### src/rtl/piece_dropper.sv
// ---------------------------------------------------------------------------
// piece_dropper
//
// Gravity stage for the falling piece. It holds the four grid addresses of the
// active piece. On each accepted step request it does four things in order:
//   1. It reads the four cells one row below the piece through Grid_Mem port b.
//   2. It decides whether the piece can fall.
//   3. If it can fall, it erases the piece and redraws it one row lower
//      through Grid_Mem port a.
//   4. It pulses done.
// If the piece cannot fall, it raises the sticky landed flag and does no
// writes.
//
// Ports:
//   clk, rst                  clock and asynchronous active-low reset
//   load                      one-cycle pulse, captures blk_in_1..4 and colour
//   blk_in_1..blk_in_4        block addresses from the placer
//   piece_color               value written into each block cell
//   step                      one-cycle request to fall by one row (IDLE only)
//   rd_addr / rd_data         Grid_Mem port b (data valid one cycle later)
//   we / wr_addr / wr_data    Grid_Mem port a
//   busy                      high while a step is being processed
//   done                      one-cycle pulse at the end of every accepted step
//   landed                    sticky, the piece can no longer fall
//   blk_out_1..blk_out_4      current block addresses
// ---------------------------------------------------------------------------
module piece_dropper #(
    parameter int GRID_W     = 12,
    parameter int GRID_CELLS = 240,
    parameter int ADDR_W     = 8,
    parameter int DATA_W     = 8
) (
    input  logic              clk,
    input  logic              rst,
    input  logic              load,
    input  logic [ADDR_W-1:0] blk_in_1,
    input  logic [ADDR_W-1:0] blk_in_2,
    input  logic [ADDR_W-1:0] blk_in_3,
    input  logic [ADDR_W-1:0] blk_in_4,
    input  logic [DATA_W-1:0] piece_color,
    input  logic              step,
    output logic [ADDR_W-1:0] rd_addr,
    input  logic [DATA_W-1:0] rd_data,
    output logic              we,
    output logic [ADDR_W-1:0] wr_addr,
    output logic [DATA_W-1:0] wr_data,
    output logic              busy,
    output logic              done,
    output logic              landed,
    output logic [ADDR_W-1:0] blk_out_1,
    output logic [ADDR_W-1:0] blk_out_2,
    output logic [ADDR_W-1:0] blk_out_3,
    output logic [ADDR_W-1:0] blk_out_4
);

    typedef enum logic [2:0] {
        S_IDLE,
        S_CHECK,
        S_ERASE,
        S_WRITE,
        S_DONE
    } state_t;

    // The target sum is one bit wider so that an address near the top of the
    // address space cannot wrap back into the playfield.
    localparam logic [ADDR_W:0] TGT_STEP  = (ADDR_W+1)'(GRID_W);
    localparam logic [ADDR_W:0] TGT_LIMIT = (ADDR_W+1)'(GRID_CELLS);

    state_t            state_q, state_d;
    logic [2:0]        cnt_q, cnt_d;
    logic              blocked_q, blocked_d;
    logic              landed_q, landed_d;
    logic [ADDR_W-1:0] blk_q [4];
    logic [ADDR_W-1:0] blk_d [4];
    logic [DATA_W-1:0] color_q, color_d;
    logic [ADDR_W-1:0] rd_addr_q, rd_addr_d;
    logic [ADDR_W-1:0] wr_addr_q, wr_addr_d;
    logic [DATA_W-1:0] wr_data_q, wr_data_d;

    logic [ADDR_W:0]   tgt      [4];
    logic [ADDR_W-1:0] tgt_addr [4];
    logic [ADDR_W-1:0] tgt_rd   [4];
    logic [3:0]        tgt_oob;
    logic [3:0]        tgt_self;

    logic [1:0]        sample_idx;
    logic [1:0]        next_idx;
    logic              cell_hit;
    logic              blocked_now;

    // Target of each block one row down. A target that lands on another cell
    // of the same piece is "self". That cell is vacated by the move, so its
    // memory contents must not block the fall.
    always_comb begin
        for (int i = 0; i < 4; i++) begin
            tgt[i]      = {1'b0, blk_q[i]} + TGT_STEP;
            tgt_oob[i]  = (tgt[i] >= TGT_LIMIT);
            tgt_addr[i] = tgt[i][ADDR_W-1:0];
            tgt_rd[i]   = tgt_oob[i] ? '0 : tgt_addr[i];
            tgt_self[i] = 1'b0;
            for (int j = 0; j < 4; j++) begin
                if (tgt[i] == {1'b0, blk_q[j]}) begin
                    tgt_self[i] = 1'b1;
                end
            end
        end
    end

    // Sequencer.
    //
    // The counter indexes the sub-cycle within CHECK, ERASE and WRITE. The
    // read and write address registers are loaded on the edge that enters a
    // sub-cycle, so each address is already valid during the cycle that uses
    // it.
    //
    // In CHECK, the read for block n comes back one cycle after its address.
    // Therefore K1..K4 sample blocks 1..4.
    always_comb begin
        state_d     = state_q;
        cnt_d       = cnt_q;
        blocked_d   = blocked_q;
        landed_d    = landed_q;
        blk_d       = blk_q;
        color_d     = color_q;
        rd_addr_d   = rd_addr_q;
        wr_addr_d   = wr_addr_q;
        wr_data_d   = wr_data_q;
        sample_idx  = cnt_q[1:0] - 2'd1;
        next_idx    = cnt_q[1:0] + 2'd1;
        cell_hit    = 1'b0;
        blocked_now = blocked_q;

        case (state_q)
            S_IDLE: begin
                if (load) begin
                    blk_d[0] = blk_in_1;
                    blk_d[1] = blk_in_2;
                    blk_d[2] = blk_in_3;
                    blk_d[3] = blk_in_4;
                    color_d  = piece_color;
                    landed_d = 1'b0;
                end else if (step && !landed_q) begin
                    state_d   = S_CHECK;
                    cnt_d     = 3'd0;
                    blocked_d = 1'b0;
                    rd_addr_d = tgt_rd[0];
                end
            end

            S_CHECK: begin
                if (cnt_q != 3'd0) begin
                    cell_hit = tgt_oob[sample_idx] ||
                               (!tgt_self[sample_idx] && (rd_data != '0));
                end
                blocked_now = blocked_q | cell_hit;
                blocked_d   = blocked_now;
                if (cnt_q < 3'd3) begin
                    rd_addr_d = tgt_rd[next_idx];
                end
                if (cnt_q == 3'd4) begin
                    if (blocked_now) begin
                        state_d  = S_DONE;
                        landed_d = 1'b1;
                    end else begin
                        state_d   = S_ERASE;
                        cnt_d     = 3'd0;
                        wr_addr_d = blk_q[0];
                        wr_data_d = '0;
                    end
                end else begin
                    cnt_d = cnt_q + 3'd1;
                end
            end

            // All old cells are cleared before any new cell is drawn. This
            // matters because old and new positions overlap.
            S_ERASE: begin
                if (cnt_q[1:0] != 2'd3) begin
                    wr_addr_d = blk_q[next_idx];
                    cnt_d     = cnt_q + 3'd1;
                end else begin
                    state_d   = S_WRITE;
                    cnt_d     = 3'd0;
                    wr_addr_d = tgt_addr[0];
                    wr_data_d = color_q;
                end
            end

            S_WRITE: begin
                if (cnt_q[1:0] != 2'd3) begin
                    wr_addr_d = tgt_addr[next_idx];
                    cnt_d     = cnt_q + 3'd1;
                end else begin
                    state_d = S_DONE;
                    blk_d   = tgt_addr;
                end
            end

            S_DONE: begin
                state_d = S_IDLE;
            end

            default: begin
                state_d = S_IDLE;
            end
        endcase
    end

    // State register.
    always_ff @(posedge clk or negedge rst) begin
        if (!rst) begin
            state_q   <= S_IDLE;
            cnt_q     <= '0;
            blocked_q <= 1'b0;
            landed_q  <= 1'b0;
            for (int i = 0; i < 4; i++) begin
                blk_q[i] <= '0;
            end
            color_q   <= '0;
            rd_addr_q <= '0;
            wr_addr_q <= '0;
            wr_data_q <= '0;
        end else begin
            state_q   <= state_d;
            cnt_q     <= cnt_d;
            blocked_q <= blocked_d;
            landed_q  <= landed_d;
            blk_q     <= blk_d;
            color_q   <= color_d;
            rd_addr_q <= rd_addr_d;
            wr_addr_q <= wr_addr_d;
            wr_data_q <= wr_data_d;
        end
    end

    assign busy      = (state_q != S_IDLE);
    assign done      = (state_q == S_DONE);
    assign we        = (state_q == S_ERASE) || (state_q == S_WRITE);
    assign landed    = landed_q;
    assign rd_addr   = rd_addr_q;
    assign wr_addr   = wr_addr_q;
    assign wr_data   = wr_data_q;
    assign blk_out_1 = blk_q[0];
    assign blk_out_2 = blk_q[1];
    assign blk_out_3 = blk_q[2];
    assign blk_out_4 = blk_q[3];

endmodule

### config.mk
export PLATFORM = sky130hd
export DESIGN_NAME = piece_dropper
export DESIGN_NICKNAME = d
export VERILOG_FILES = /design/src/rtl/piece_dropper.sv
export SDC_FILE = /design/constraint.sdc
export NUM_CORES = 1
export LEC_CHECK = 0
export CORE_ASPECT_RATIO = 1.4
export CORE_MARGIN = 4
export CORE_UTILIZATION = 25
export DETAILED_ROUTE_END_ITERATION = 7
export PLACE_DENSITY = 0.48
export SLEW_MARGIN = 40
export SYNTH_ARGS = -nofsm -noshare
export SYNTH_HDL_FRONTEND = slang
export SYNTH_SLANG_ARGS = --single-unit
### constraint.sdc
create_clock -name clk -period 3.2 [get_ports clk]
set_input_delay 0.48 -clock clk [delete_from_list [all_inputs] [get_ports clk]]
set_output_delay 0.48 -clock clk [all_outputs]
set_load 0.01 [all_outputs]
* Word level (Yosys, flattened, before mapping)
Cells that the tools add are included.
** Storage, ports and cells
- Flip-flop bits (word level) :: 72
- Latch bits :: 0
- RAM bits :: 0
- ROM bits :: 0
- Input bits :: 52
- Output and inout port bits :: 60
- Logic and storage cells :: 157
- Memories :: 0
** Operators by class
- Add/sub/neg operators :: 7
- Multiply operators :: 0
- Divide/modulo/power cells :: 0
- $lt $le $gt $ge :: 7
- Eq/ne operators :: 33
- Shift operators :: 0
- Muxes and demuxes :: 72
- Bitwise gates (word level) :: 2
- Reductions and logical operators :: 24
** Operators with widths (number)
- 2-to-1 mux 8 bit :: 20
- == test 9 x 8 -> 1 bit :: 16
- 2-to-1 mux 32 bit :: 2
- one-hot mux 32 bit (2 select lines) :: 1
- binary-select mux 8 bit (select 2 bit) :: 3
- adder 8 x 4 -> 9 bit, second input constant :: 4
- greater-or-equal comparator 9 x 8 -> 1 bit, second input constant :: 4
- 2-to-1 mux 3 bit :: 12
- one-hot mux 8 bit (2 select lines) :: 2
- 2-to-1 mux 1 bit :: 25
- one-hot mux 3 bit (4 select lines) :: 2
- one-hot mux 8 bit (3 select lines) :: 1
- != test 2 bit, second input constant :: 11
- AND reduction 4 bit :: 4
- AND reduction 5 bit :: 2
- nonzero test 3 bit :: 3
- nonzero test 8 bit :: 1
- == test 3 x 2 -> 1 bit, second input constant :: 2
- == test 3 bit, second input constant :: 2
- AND reduction 3 bit :: 2
- nonzero test 2 bit :: 3
- binary-select mux 1 bit (select 2 bit) :: 2
- one-hot mux 1 bit (2 select lines) :: 2
- nonzero test 4 bit :: 1
- other kinds (15) :: 18

* Depth between registers and ports, before layout
- Depth in word-level cells :: 17
- Mapped depth :: 14
- Gate-level depth less buffers :: 11

* Worst setup path before layout
OpenSTA, ideal clock, no wires.
- Kind :: register to register
- Start :: register blk_q (netlist bit blk_out_1[2])
- End :: register wr_addr_q[0] (netlist: wr_addr[0])
- Setup time :: 0.125 ns
- Arrival time :: 3.280 ns
- Data required time :: 3.075 ns
- Path slack :: -0.205 ns
- Cell stages (with the launch flop) :: 13
- Buffers on the path :: 1
- Clock period less this slack :: 3.405 ns
- Cell sequence :: dfrtp_1 > buf_2 > inv_1 > ha_1 > nor2b_1 > nand2_2 > xor2_1 > xnor2_1 > or4_1 > nand4_1 > a31oi_2 > o31ai_4 > mux2_4
** Between the ends
- Longest elaborated chain between the ends :: 16
- Elaborated cells on any way between the ends :: 37
- Classes of those cells :: 1 x add/sub; 1 x order compare; 8 x eq/ne; 22 x mux; 1 x bitwise; 4 x reduce/logical
** RTL lines
- from (decl) :: RTL line 73 : logic [ADDR_W-1:0] blk_q [4];
- from (signal assigned) :: RTL line 228 : blk_q <= blk_d;
- adder 8 x 4 -> 9 bit :: RTL line 96 : tgt[i] = {1'b0, blk_q[i]} + TGT_STEP;
- == test 9 x 8 -> 1 bit :: RTL line 102 : if (tgt[i] == {1'b0, blk_q[j]}) begin
- 2-to-1 mux 1 bit (4 in series) :: RTL line 102
- binary-select mux 1 bit (select 2 bit) :: RTL line 153 : (!tgt_self[sample_idx] && (rd_data != '0));
- 2-to-1 mux 1 bit (not written as such) :: RTL line 153
- logical NOT 1 bit :: RTL line 153
- logical AND 1 bit :: RTL line 153
- logical OR 1 bit * :: RTL line 152 : cell_hit = tgt_oob[sample_idx] ||
- 2-to-1 mux 1 bit * :: RTL line 151 : if (cnt_q != 3'd0) begin
- 2-to-1 mux 1 bit * :: RTL line 133 : case (state_q)
- OR 1 bit * :: RTL line 155 : blocked_now = blocked_q | cell_hit;
- != test 2 bit (no source line) *
- AND reduction 4 bit (no source line) *
- to (signal assigned) :: RTL line 231 : wr_addr_q <= wr_addr_d;
- to (decl) :: RTL line 77 : logic [ADDR_W-1:0] wr_addr_q, wr_addr_d;
Every way passes the cells marked *; elsewhere a longest branch is shown, timed or not. The select of a mux whose other input is x is not followed.
A chain may end at the register's enable or synchronous reset.

* Worst setup path after layout
- Start :: register blk_q (netlist bit blk_out_3[4])
- End :: register wr_addr_q[1] (netlist: wr_addr[1])
The elaborated chain is that of the path after synthesis.

==> flow_summary.toml <==
[placement]
gp_congestion = 0.9356
dp_worst_setup_slack_ns = -0.2373
port_buffers = 111
dp_hpwl_mm = 19.05
dp_cells = 1142

[drt]
routedWlPerCell_um = 21.11
vias = 5912
viasPerCell = 5.083
drt_iter0_drc = 309
routed_wl_mm = 24.55
drt_pass1_iterations = 4
drtAntennaViolNets = 0
drc = 0

[clock_network]
clockRootBuffer = "clkbuf_16"
holdBufCountCts = 0
numCtsBuffers = 9
clk_pin_slew_ns = 0.06
h-tree-depth = 3
clk_latency_ns = 0.36
clock_path_buffers = 2
cts.sinks = 72
cts_tree = "yes"

[final_layout]
area_growth_syn_to_layout_pct = 41.97
fin_cells = 1163
drive_gt1_share_pct = 20.19
nets = 911
final_common_cell = "clkdlybuf4s50_1"
final_cell_mix = "110 x clkdlybuf4s50_1, 100 x buf_4, 84 x nand2_1, 70 x dfrtp_1, 57 x o21ai_0"
diodes = 0
final_util_pct = 36.04

[setup_path]
worstSetupEndpointType = "flip-flop"
critical_path.max_fanout = 7
cp.arrival_ns = 3.38
start_kind = "flip-flop"
cp_data_required_time_ns = 3.43
crit_type = "flip-flop to flip-flop"

[power]
p_per_area_nw_per_um2 = 1320
peakVddDrop_v = 0.0004556
p_leak_nw = 3.374
total_power_mw = 11.08

[floorplanning]
die-width_um = 138.0
std_cell_rows = 66
io_pins = 112
dieHeight_um = 190.0
die-area_um2 = 26210
core-area_um2 = 23290
initial_core_util_pct = 25.39

[global_route]
antenna_found_initial = 0
gr-total-overflow = 0
first_global_vias = 6080
grtUsageTotal_pct = 18.96
grt_max_degree = 36
grt_first_pass_wirelength_mm = 37.11

[yosys]
synth_cells = 688
syn_avg_cell_area_um2 = 8.593
ys_ff_latch = 72
ys_async_sr_fraction_pct = 100.0
ys.flop_type = "dfrtp_1"
synth_cell_types = 74
synth-edff-count = 0
yosysWarnings = 0
synth_nets = 747
yosysSeqAreaShare_pct = 30.48
syn_area_um2 = 5912

[timing]
hold_viol_final = 0
max_slew_margin_pct = 56.36
fin_crit_ns = 3.146
slew_viol_final = 0
fin_setup_tns_ns = 0
setup_viol = 0
fmax_ghz = 0.3178
fin_skew_ns = 0.01173
period_share_pct = 98.32
tightest_slew_ns = 0.6546
timing.final.ws_setup_ns = 0.05372

[run_status]
status = "finished, final reports clean"

[worst_hold_path]
hp-class = "input pin to asynchronous set/reset pin"

[flow_run]
drv_cap = 0
logic make-up after synthesis:
family | synth area share (%)
mux | 7.111
xor+xnor | 14.98
fa+ha+maj | 1.481
compound gates | 23.49
simple gates | 15.72
buf+inv | 6.730
flops | 30.48
stage by stage:
stage | hold WS, ns | cell area (µm²)
3_5_place_dp | 0.4669 | 7976
6_report | 0.09983 | 8393
4_1_cts | 0.1215 | 8352
5_1_grt | 0.1421 | 8393
3_3_place_gp | 0.4553 | 7976
2_1_floorplan | 0.1844 | 5978
timing repair:
action / 4_1_cts / 5_1_grt
resized for setup: 4 / 6
buffers inserted: 3 / 2
pin swaps: 1 / 1
setup endpoints to repair: 19 / 16
worst paths after layout:
check | cells past startpoint | slack, ns | end | startpoint
max in group asynchronous | 2 | 2.42 | wr_data[6] | rst
min in group clk | 2 | 0.48 | wr_data[2] | color_q[2]
max | 11 | 0.05 | wr_addr[1] | blk_out_3[4]
min reg2reg | 2 | 0.48 | wr_data[2] | color_q[2]
max reg2reg | 11 | 0.05 | wr_addr[1] | blk_out_3[4]
min | 1 | 0.1 | blk_out_2[0] | rst
synth_stat cells, drive strengths merged, types with 2 or more instances:
master | n | area share [%]
a211oi | 13 | 1.7
a21boi | 2 | 0.25
a21oi | 43 | 3.6
a221o | 2 | 0.34
a221oi | 2 | 0.30
a22oi | 2 | 0.25
a311oi | 4 | 0.59
a31o | 2 | 0.30
a31oi | 5 | 0.63
and3 | 4 | 0.42
and3b | 3 | 0.44
buf | 29 | 2.5
clkbuf | 32 | 2.1
dfrtp | 72 | 30
ha | 7 | 1.5
inv | 34 | 2.2
mux2 | 4 | 1.0
mux2i | 9 | 1.5
mux4 | 12 | 4.6
nand2 | 85 | 5.4
nand2b | 9 | 0.95
nand3 | 10 | 0.85
nand3b | 2 | 0.25
nand4 | 8 | 0.85
nor2 | 29 | 1.8
nor2b | 4 | 0.42
nor3 | 32 | 2.7
nor3b | 3 | 0.38
nor4 | 5 | 0.53
o2111ai | 8 | 1.7
o211ai | 5 | 0.63
o21a | 9 | 1.1
o21ai | 59 | 5.1
o221ai | 14 | 2.1
o22ai | 9 | 0.95
o311ai | 5 | 1.0
o31ai | 3 | 0.61
o41ai | 2 | 0.61
xnor2 | 52 | 8.7
xnor3 | 2 | 0.76
xor2 | 35 | 5.5
sequential cells by signal, summed over array words and instances (netlist names):
signal / cells
cnt_q: 3
blocked_q: 1
blk_out_1: 8
color_q: 8
blk_out_4: 8
wr_addr: 8
rd_addr: 8
blk_out_3: 8
blk_out_2: 8
wr_data: 8
landed: 1
state_q: 3
cell type report:
type / count / area, µm²
inverter: 35 / 131.4
sequential: 72 / 1804
clock inverter: 6 / 90.09
tap: 306 / 382.9
clock buffer: 10 / 239.0
multi-input combinational: 520 / 3814
fill: 2435 / 14890
timing repair buffer: 214 / 1932
worst max-delay path, cell delays in order (launching register included):
cell       delay [ns]
dfrtp_2          0.45
buf_4            0.19
xnor2_2          0.31
xnor2_1          0.16
nand4_1          0.16
a2111oi_1        0.48
nor3_1           0.14
a31oi_2          0.27
a31oi_4          0.14
o31ai_4          0.27
buf_12           0.16
mux2_4           0.29
power by group:
group          internal (mW)  total [mW]  switching (mW)
combinational           3.76        8.02            4.25
clock                  0.707        1.15           0.447
sequential              1.35        1.91           0.553
layer usage:
layer / vias up / part of all wire (%) / GRT usage, %
li1: 2800 / - / -
met1: 2882 / 40 / 22.46
met4: 0 / 4.2 / 8.859
met5: - / 0 / 0
met3: 59 / 4.0 / 2.725
met2: 171 / 52 / 33.29
(Power assumes the default switching activity.)
